--- config.mk ---
export PLATFORM = sky130hd
export DESIGN_NAME = alu_issue
export DESIGN_NICKNAME = d
export VERILOG_FILES = /design/src/rtl/riscv_pkg.sv /design/src/rtl/reg_file.sv /design/src/rtl/alu_issue.sv
export SDC_FILE = /design/constraint.sdc
export NUM_CORES = 2
export LEC_CHECK = 0
export CAP_MARGIN = 40
export CELL_PAD_IN_SITES_DETAIL_PLACEMENT = 0
export CELL_PAD_IN_SITES_GLOBAL_PLACEMENT = 1
export CORE_MARGIN = 5
export CORE_UTILIZATION = 30
export CTS_CLUSTER_DIAMETER = 200
export DETAILED_ROUTE_END_ITERATION = 10
export GPL_ROUTABILITY_DRIVEN = 0
export PLACE_DENSITY = 0.57
export SYNTH_ARGS = -nofsm -noshare
export SYNTH_HDL_FRONTEND = slang
export SYNTH_HIERARCHICAL = 1
export SYNTH_SLANG_ARGS = --single-unit
--- constraint.sdc ---
create_clock -name clk -period 2.7 [get_ports clk]
set_input_delay 0.81 -clock clk [delete_from_list [all_inputs] [get_ports clk]]
set_output_delay 0.81 -clock clk [all_outputs]
set_load 0.05 [all_outputs]
--- src/rtl/riscv_pkg.sv ---
// Shared RV32I decode constants and the ALU request record.
// Contents: opcode values for OP / OP-IMM, the ALU funct3 selects,
// the two legal funct7 encodings, and alu_req_t {r1, r2, funct3, funct7, rd}.
package riscv_pkg;

   localparam int unsigned RV_XLEN = 32;

   localparam logic [6:0] OPC_OP     = 7'b0110011;
   localparam logic [6:0] OPC_OP_IMM = 7'b0010011;

   localparam logic [2:0] F3_ADD  = 3'b000;
   localparam logic [2:0] F3_SL   = 3'b001;
   localparam logic [2:0] F3_SLT  = 3'b010;
   localparam logic [2:0] F3_SLTU = 3'b011;
   localparam logic [2:0] F3_XOR  = 3'b100;
   localparam logic [2:0] F3_SR   = 3'b101;
   localparam logic [2:0] F3_OR   = 3'b110;
   localparam logic [2:0] F3_AND  = 3'b111;

   localparam logic [6:0] F7_BASE = 7'b0000000;
   localparam logic [6:0] F7_ALT  = 7'b0100000;

   typedef struct packed {
      logic [RV_XLEN-1:0] r1;
      logic [RV_XLEN-1:0] r2;
      logic [2:0]         funct3;
      logic               funct7;
      logic [4:0]         rd;
   } alu_req_t;

endpackage

--- src/rtl/reg_file.sv ---
// Architectural register file: two asynchronous read ports, one synchronous
// write port, asynchronous active-low clear, x0 hardwired to zero.
// Ports: clk, rst_n; raddr1/rdata1, raddr2/rdata2 (read); we/waddr/wdata (write).
module reg_file #(
   parameter int unsigned XLEN  = 32,
   parameter int unsigned NREGS = 32
) (
   input  logic            clk,
   input  logic            rst_n,
   input  logic [4:0]      raddr1,
   output logic [XLEN-1:0] rdata1,
   input  logic [4:0]      raddr2,
   output logic [XLEN-1:0] rdata2,
   input  logic            we,
   input  logic [4:0]      waddr,
   input  logic [XLEN-1:0] wdata
);

   logic [XLEN-1:0] mem_q [NREGS];

   always_ff @(posedge clk or negedge rst_n) begin
      if (!rst_n) begin
         for (int i = 0; i < NREGS; i++) mem_q[i] <= '0;
      end else if (we && (waddr != 5'd0)) begin
         mem_q[waddr] <= wdata;
      end
   end

   assign rdata1 = (raddr1 == 5'd0) ? '0 : mem_q[raddr1];
   assign rdata2 = (raddr2 == 5'd0) ? '0 : mem_q[raddr2];

endmodule

--- src/rtl/alu_issue.sv ---
// Decode / operand-issue stage in front of the ALU.
// Accepts RV32I words (instr_valid/instr_ready), decodes OP and OP-IMM,
// reads the register file and holds a registered request (issue_valid/
// issue_ready) carrying r1, r2, funct3, funct7, rd until accepted.
// wb_en/wb_rd/wb_data is the ALU writeback port; illegal pulses for one cycle
// when an unsupported instruction is consumed.
module alu_issue
   import riscv_pkg::*;
#(
   parameter int unsigned XLEN   = 32,
   parameter int unsigned NREGS  = 32,
   parameter int unsigned BYPASS = 1
) (
   input  logic            clk,
   input  logic            rst_n,
   input  logic            instr_valid,
   output logic            instr_ready,
   input  logic [31:0]     instr,
   input  logic            wb_en,
   input  logic [4:0]      wb_rd,
   input  logic [XLEN-1:0] wb_data,
   output logic            issue_valid,
   input  logic            issue_ready,
   output logic [XLEN-1:0] r1,
   output logic [XLEN-1:0] r2,
   output logic [2:0]      funct3,
   output logic            funct7,
   output logic [4:0]      rd,
   output logic            illegal
);

   logic [6:0] opcode, f7;
   logic [2:0] f3;
   logic [4:0] rs1, rs2;

   assign opcode = instr[6:0];
   assign f3     = instr[14:12];
   assign rs1    = instr[19:15];
   assign rs2    = instr[24:20];
   assign f7     = instr[31:25];

   logic            dec_legal, dec_use_rs2, dec_funct7;
   logic [XLEN-1:0] dec_imm;

   always_comb begin
      dec_legal   = 1'b0;
      dec_use_rs2 = 1'b0;
      dec_funct7  = 1'b0;
      dec_imm     = '0;
      case (opcode)
         OPC_OP: begin
            dec_use_rs2 = 1'b1;
            dec_funct7  = instr[30];
            dec_legal   = (f7 == F7_BASE) ||
                          ((f7 == F7_ALT) && ((f3 == F3_ADD) || (f3 == F3_SR)));
         end
         OPC_OP_IMM: begin
            case (f3)
               F3_SL: begin
                  dec_imm   = {{(XLEN-5){1'b0}}, instr[24:20]};
                  dec_legal = (f7 == F7_BASE);
               end
               F3_SR: begin
                  dec_imm    = {{(XLEN-5){1'b0}}, instr[24:20]};
                  dec_funct7 = instr[30];
                  dec_legal  = (f7 == F7_BASE) || (f7 == F7_ALT);
               end
               // ADDI and friends: funct7 stays 0 so an immediate add never subtracts
               default: begin
                  dec_imm   = {{(XLEN-12){instr[31]}}, instr[31:20]};
                  dec_legal = 1'b1;
               end
            endcase
         end
         default: ;
      endcase
   end

   logic [XLEN-1:0] rf_rd1, rf_rd2, op1, op2_reg;

   reg_file #(
      .XLEN  (XLEN),
      .NREGS (NREGS)
   ) u_reg_file (
      .clk    (clk),
      .rst_n  (rst_n),
      .raddr1 (rs1),
      .rdata1 (rf_rd1),
      .raddr2 (rs2),
      .rdata2 (rf_rd2),
      .we     (wb_en),
      .waddr  (wb_rd),
      .wdata  (wb_data)
   );

   // Forward a writeback landing on the same edge as the accept
   assign op1     = ((BYPASS != 0) && wb_en && (wb_rd == rs1) && (rs1 != 5'd0)) ?
                    wb_data : rf_rd1;
   assign op2_reg = ((BYPASS != 0) && wb_en && (wb_rd == rs2) && (rs2 != 5'd0)) ?
                    wb_data : rf_rd2;

   alu_req_t   req_q, req_d;
   logic       valid_q, valid_d, illegal_q, illegal_d;
   logic [4:0] rs1_q, rs1_d, rs2_q, rs2_d;
   logic       use_rs2_q, use_rs2_d;
   logic       accept, hold;

   assign instr_ready = !valid_q || issue_ready;
   assign accept      = instr_valid && instr_ready;
   assign hold        = valid_q && !issue_ready;

   always_comb begin
      req_d     = req_q;
      valid_d   = valid_q;
      rs1_d     = rs1_q;
      rs2_d     = rs2_q;
      use_rs2_d = use_rs2_q;
      illegal_d = accept && !dec_legal;
      if (accept && dec_legal) begin
         valid_d       = 1'b1;
         req_d.r1      = op1;
         req_d.r2      = dec_use_rs2 ? op2_reg : dec_imm;
         req_d.funct3  = f3;
         req_d.funct7  = dec_funct7;
         req_d.rd      = instr[11:7];
         rs1_d         = rs1;
         rs2_d         = rs2;
         use_rs2_d     = dec_use_rs2;
      end else begin
         if (issue_ready) valid_d = 1'b0;
         // Keep a stalled request's register operands current
         if (hold && wb_en) begin
            if ((wb_rd == rs1_q) && (rs1_q != 5'd0)) req_d.r1 = wb_data;
            if (use_rs2_q && (wb_rd == rs2_q) && (rs2_q != 5'd0)) req_d.r2 = wb_data;
         end
      end
   end

   always_ff @(posedge clk or negedge rst_n) begin
      if (!rst_n) begin
         req_q     <= '0;
         valid_q   <= 1'b0;
         illegal_q <= 1'b0;
         rs1_q     <= '0;
         rs2_q     <= '0;
         use_rs2_q <= 1'b0;
      end else begin
         req_q     <= req_d;
         valid_q   <= valid_d;
         illegal_q <= illegal_d;
         rs1_q     <= rs1_d;
         rs2_q     <= rs2_d;
         use_rs2_q <= use_rs2_d;
      end
   end

   assign issue_valid = valid_q;
   assign illegal     = illegal_q;
   assign r1          = req_q.r1;
   assign r2          = req_q.r2;
   assign funct3      = req_q.funct3;
   assign funct7      = req_q.funct7;
   assign rd          = req_q.rd;

endmodule
== After elaboration in Yosys (flattened, before gate mapping) ==
Index checks and enable logic that the tools add are counted.

* Word-level logic and storage cells: 123
* Input bits: 74
* Output and inout bits: 76
* Flip-flop bits (word level): 1110

* Reductions and logical operators: 38
* Bitwise logic cells: 3
* Muxes and demuxes: 27
* Equal/unequal tests: 9
* Magnitude comparators: 4

{| class="wikitable"
|+ Operators by type and width
! kind !! number
|-
| bitwise mux 1024 bit || 1
|-
| 2-to-1 mux 32 bit || 14
|-
| binary-select mux 32 bit (select 5 bit) || 2
|-
| demux 32 bit (select 5 bit) || 1
|-
| 2-to-1 mux 64 bit || 2
|-
| nonzero test 5 bit || 5
|-
| == test 5 bit || 4
|-
| >= comparator 6 bit, second input constant || 3
|-
| NOT 5 -> 6 bit || 3
|-
| logical AND 1 bit || 15
|-
| == test 7 x 6 -> 1 bit, second input constant || 2
|-
| zero test 5 bit || 2
|-
| nonzero test 2 bit || 4
|-
| == test 7 x 5 -> 1 bit, second input constant || 1
|-
| zero test 7 bit || 1
|-
| less-than comparator 6 x 1 -> 1 bit, second input constant || 1
|-
| one-hot mux 1 bit (2 select lines) || 3
|-
| logical OR 1 bit || 4
|-
| 2-to-1 mux 1 bit || 4
|-
| AND reduction 2 bit || 2
|-
| == test 3 x 1 -> 1 bit, second input constant || 1
|-
| == test 3 bit, second input constant || 1
|-
| zero test 1 bit || 3
|-
| zero test 3 bit || 1
|-
| OR reduction 2 bit || 1
|}

== Logic depth before layout (Yosys ltp) ==
* Depth in word-level cells: 8
* Mapped depth: 11
* Mapped depth without buffers: 7

== Modules after synthesis ==
Netlist, hierarchy kept.

{| class="wikitable"
|+ Modules (own cells, without submodules)
! module !! cells each !! seq. area each (um2) !! area an instance (um2) !! times used
|-
| reg_file || 3664 || 25624.6 || 54299.6 || 1
|-
| alu_issue || 482 || 2152.1 || 4292.9 || 1
|}

== Least setup slack after synthesis ==
OpenSTA, ideal clock, no wires.

* Path type: input port to flip-flop
* From: input port instr[20]
* To: register req_q, in the netlist r2[9]
* Stages: 9
* Path slack: -0.372 ns
* Required time: 2.574 ns
* Data arrival time: 2.946 ns
* Buffers on the path: 3
* Library setup time: 0.126 ns
* Path through: buf_4 buf_6 buf_2 mux4_2 a2111oi_0 nor3_1 mux2_2 a221oi_1 nor2_1

* Longest elaborated chain between the ends: 8
* Elaborated cells between the ends (all ways): 13
* Those cells by class: eq/ne: 1; mux: 7; bitwise: 1; reduce/logical: 4

{| class="wikitable"
|+ Ends and longest elaborated chain
! what !! RTL line !! text
|-
| start: declaration || alu_issue.sv:18 || <nowiki>input logic [31:0] instr,</nowiki>
|-
| NOT 5 -> 6 bit (implied by the code) || reg_file.sv:30 || <nowiki>assign rdata2 = (raddr2 == 5'd0) ? '0 : mem_q[raddr2];</nowiki>
|-
| binary-select mux 32 bit (select 5 bit) || reg_file.sv:30 ||
|-
| 2-to-1 mux 32 bit (implied by the code) (2 in series) || reg_file.sv:30 ||
|-
| 2-to-1 mux 32 bit * || reg_file.sv:30 ||
|-
| net rf_rd2[9] || alu_issue.sv:79 || <nowiki>logic [XLEN-1:0] rf_rd1, rf_rd2, op1, op2_reg;</nowiki>
|-
| 2-to-1 mux 32 bit * || alu_issue.sv:99 || <nowiki>assign op2_reg = ((BYPASS != 0) && wb_en && (wb_rd == rs2) && (rs2 != 5'd0)) ?</nowiki>
|-
| 2-to-1 mux 32 bit * || alu_issue.sv:122 || <nowiki>req_d.r2 = dec_use_rs2 ? op2_reg : dec_imm;</nowiki>
|-
| 2-to-1 mux 64 bit * || alu_issue.sv:119 || <nowiki>if (accept && dec_legal) begin</nowiki>
|-
| end signal: assignment || alu_issue.sv:148 || <nowiki>req_q <= req_d;</nowiki>
|-
| end: declaration || alu_issue.sv:102 || <nowiki>alu_req_t req_q, req_d;</nowiki>
|}

Mark *: on every way through the listed nets, which the timed path passes. The rest lies on a longest branch. The select of a mux whose other input is x is not followed.
A chain may end at the register's enable or synchronous reset.

== Final worst setup path ==
* From: input port instr[23]
* To: register req_q, in the netlist r2[31]

The elaborated chain is that of the path after synthesis.

==> out/metrics.yaml <==
outcome: "finished with violations"
violations: "negative setup slack"
internal-power_mw: 36.2
achievable-frequency_mhz: 369
mean_instance_size_in_the_synthesized_netlist_um2: 14.1
number_of_flops_mapped_to_enable_cells_by_yosys: 0
place.port_buffers: 149
global_route.usage.total: 0.215
layout.cells.most_common: "sky130_fd_sc_hd__dfrtp_1"
critical_path_s_top_delay_family: "buffers and inverters"
place_area_um2: 68400
height_of_the_die_um: 452
worst_ep_required_time_ns: 3.37
antenna_violating_nets_left: 0
critical_path_cell_list: "clkdlybuf4s50_1 -> buf_12 -> or3b_4 -> buf_12 -> buf_4 -> o22ai_1 -> a2111oi_0 -> nor3_1 -> buf_4 -> nand2_1 -> a211oi_1"
dpl.cell_count: 6974
worstSetupPathType: "in2reg"
synth_async_reset_ratio: 1.00
tot_pwr_mw: 50.4
num-fill-cells: 18600
first_global_vias: 42700
drtIter0Drc: 3436
peakVddDrop_uv: 545
fp.dieArea_um2: 204000
layoutNonFillerInstCount: 7216
synth.largest_area_cell: "sky130_fd_sc_hd__dfrtp_1"
synth-warning-count: 6
cts_buffers: 132
placement.setup.worst_slack_ns: -0.887
fp.coreArea_um2: 195000
sw_frac_of_total: 0.281
slew_headroom: 0.472
fin_ws_ns: -0.0100
netSwitchingPower_mw: 14.2
layout.cells.most_common_list: "sky130_fd_sc_hd__dfrtp_1, sky130_fd_sc_hd__mux2_2, sky130_fd_sc_hd__buf_4"
clock_sinks: 1110
grt_overflow_total: 0
detailedPlacementHpwl_um: 153000
synthDominantCellAreaShare: 0.474
syn_area_um2: 58600
initial_utilization: 0.301
max-cap-violations: 0
finalCritPeriodShare: 1.00
rows: 162
cp_max_fo: 7
worstSetupStartpointType: "primary input"
hold_violations: 0
class_of_the_most_critical_hold_timing_path: "in2reg"
comb_power_share: 0.207
yosys.cell_types.count: 60
synth_fp_nets: 4220
ys_seq_area_frac: 0.474
syn_to_final_growth_pct: 24.2
cp.arrival_ns: 3.38
cts_tree: "built"
timing.final.max_slew_violations: 0
clk_pin_slew_worst_paths_ns: 0.06
crit_path_top_delay_cell: "sky130_fd_sc_hd__nor3_1"
initial_antenna_violation_count: 1
drt-wirelength-per-cell_um: 30.7
grt_pass1_wl_um: 321000
cpPeakStageDelay_ns: 0.48
postSynthCellCount: 4146
slew_worst_pin_ns: 0.787
pwr-share-seq: 0.437
p_clk_frac: 0.356
hold-worst-slack_ns: 0.338
detailroute.via_count: 40400
ctsHtreeMaxLevel: 4
synth_top_cells_by_area: "sky130_fd_sc_hd__dfrtp_1, sky130_fd_sc_hd__mux2_2, sky130_fd_sc_hd__mux4_2"
totalNegativeSetupSlack_ns: -0.0100
design.final.nets: 4649
clock_latency_ns: 0.79
critical_path.n_buffers_inverters: 5
postLayoutCoreUtil: 0.374
detailedRoute.firstPassIterationCount: 7
finalCriticalPeriod_ns: 2.71
drt-vias-per-instance: 5.59
setup_viol: 1
finish.instance_area_um2: 72800
postSynthRegisterBits: 1110
i_o_pin_cnt: 150
synth_flop_cell: "sky130_fd_sc_hd__dfrtp_1"
clock_path_buffers: 3
power.static_leakage_nw: 32.1
die_width_um: 452
cp-end-kind: "register"
cts-root-buf: "sky130_fd_sc_hd__clkbuf_16"
grt_start_max_net_pins: 116
power_density_nw_per_um2: 692
totalWireLength_um: 222000
post_route_cells_drive_above_1_share: 0.506
skew_ns: 0.0337
remaining_drc_errors: 0
[registers in the layout, indices dropped and copies added, names as in the netlist]
| name | cells |
|---|---|
| funct3 | 3 |
| funct7 | 1 |
| illegal | 1 |
| issue_valid | 1 |
| r1 | 32 |
| r2 | 32 |
| rd | 5 |
| rs1_q | 5 |
| rs2_q | 5 |
| u_reg_file/mem_q | 1024 |
| use_rs2_q | 1 |
[worst paths after layout]
| check | endpoint | cells after the start | startpoint | slack, ns |
|---|---|---|---|---|
| setup / recovery | r2[31]$_DFFE_PN0P_ | 11 | instr[23] | -0.01 |
| hold / removal | rs2_q[1]$_DFFE_PN0P_ | 3 | instr[21] | 0.34 |
| setup reg to reg | r2[2]$_DFFE_PN0P_ | 8 | u_reg_file/mem_q[770]$_DFFE_PN0P_ | 0.28 |
| hold reg to reg | u_reg_file/mem_q[992]$_DFFE_PN0P_ | 0 | u_reg_file/mem_q[992]$_DFFE_PN0P_ | 0.40 |
| max in group asynchronous | rd[1]$_DFFE_PN0P_ | 5 | rst_n | 1.18 |
| min in group asynchronous | u_reg_file/mem_q[129]$_DFFE_PN0P_ | 2 | rst_n | 0.48 |
[area by class of cell]
cell class / count / area [µm²] / area share
Clock inverter: 35 / 395 / 0.00543
Antenna cell: 1 / 2.50 / 0.0000344
Sequential cell: 1110 / 27800 / 0.382
Timing Repair Buffer: 762 / 8310 / 0.114
Inverter: 4 / 15.0 / 0.000206
Multi-Input combinational cell: 2565 / 29200 / 0.402
Clock buffer: 197 / 3890 / 0.0534
Tap cell: 2542 / 3180 / 0.0437
[timing repair]
item / 4_1_cts / 5_1_grt
gates resized for setup: 78 / 11
hold buffers: 1 / 0
endpoints found under the setup margin: 80 / 49
endpoints found under the hold margin: 7 / 0
pin swaps: 1 / 5
buffers inserted: 5 / 1
cloned: 0 / 2
[worst register-to-register path, cell delays in order, from the launching register on]
cell                       delay [ns]
sky130_fd_sc_hd__dfrtp_1         0.40
sky130_fd_sc_hd__mux4_2          0.46
sky130_fd_sc_hd__a211oi_1        0.43
sky130_fd_sc_hd__buf_4           0.18
sky130_fd_sc_hd__a211oi_1        0.07
sky130_fd_sc_hd__buf_4           0.17
sky130_fd_sc_hd__mux2_2          0.27
sky130_fd_sc_hd__a221oi_1        0.25
sky130_fd_sc_hd__nor2_1          0.06
[kinds of logic (layout without fill, tap and decap cells)]
group	count (synthesis)	count (layout)	synth area share
mux	1700	1700	0.399
compound gates	420	420	0.0544
buf+inv	471	998	0.0352
flops	1110	1110	0.474
simple gates	432	432	0.0352
other cells	0	1	0
xor+xnor	13	13	0.00194
[power groups by stage]
stage	clock network (mW)	registers (mW)	logic [mW]
after floorplan	0	21.6	7.00
after global placement	0	22.2	10.3
after detailed placement	0	22.3	10.4
after CTS	18.4	22.0	10.5
after global routing	18.9	22.4	11.2
final	17.9	22.0	10.4
[Yosys cell counts, types with 54 or more instances]
cell type	n
sky130_fd_sc_hd__a211oi_1	74
sky130_fd_sc_hd__a22o_1	54
sky130_fd_sc_hd__a22oi_1	66
sky130_fd_sc_hd__buf_1	62
sky130_fd_sc_hd__buf_2	123
sky130_fd_sc_hd__clkbuf_1	252
sky130_fd_sc_hd__dfrtp_1	1110
sky130_fd_sc_hd__mux2_2	1038
sky130_fd_sc_hd__mux2i_1	250
sky130_fd_sc_hd__mux4_2	405
sky130_fd_sc_hd__nand2_1	169
sky130_fd_sc_hd__nor2_1	72
sky130_fd_sc_hd__nor2b_1	55
sky130_fd_sc_hd__nor3_1	54
sky130_fd_sc_hd__o22ai_1	59
[per-layer routing]
layer  GRT usage  vias up  wire, µm  share of wire
li1            -    16800         -              -
met1       0.284    22000     94000           0.42
met2       0.363     1198    109000           0.49
met3      0.0288      346      9820          0.044
met4      0.0772        0      8580          0.039
met5           0        -         0              0
Note: power is estimated with default switching activity, not from simulation.
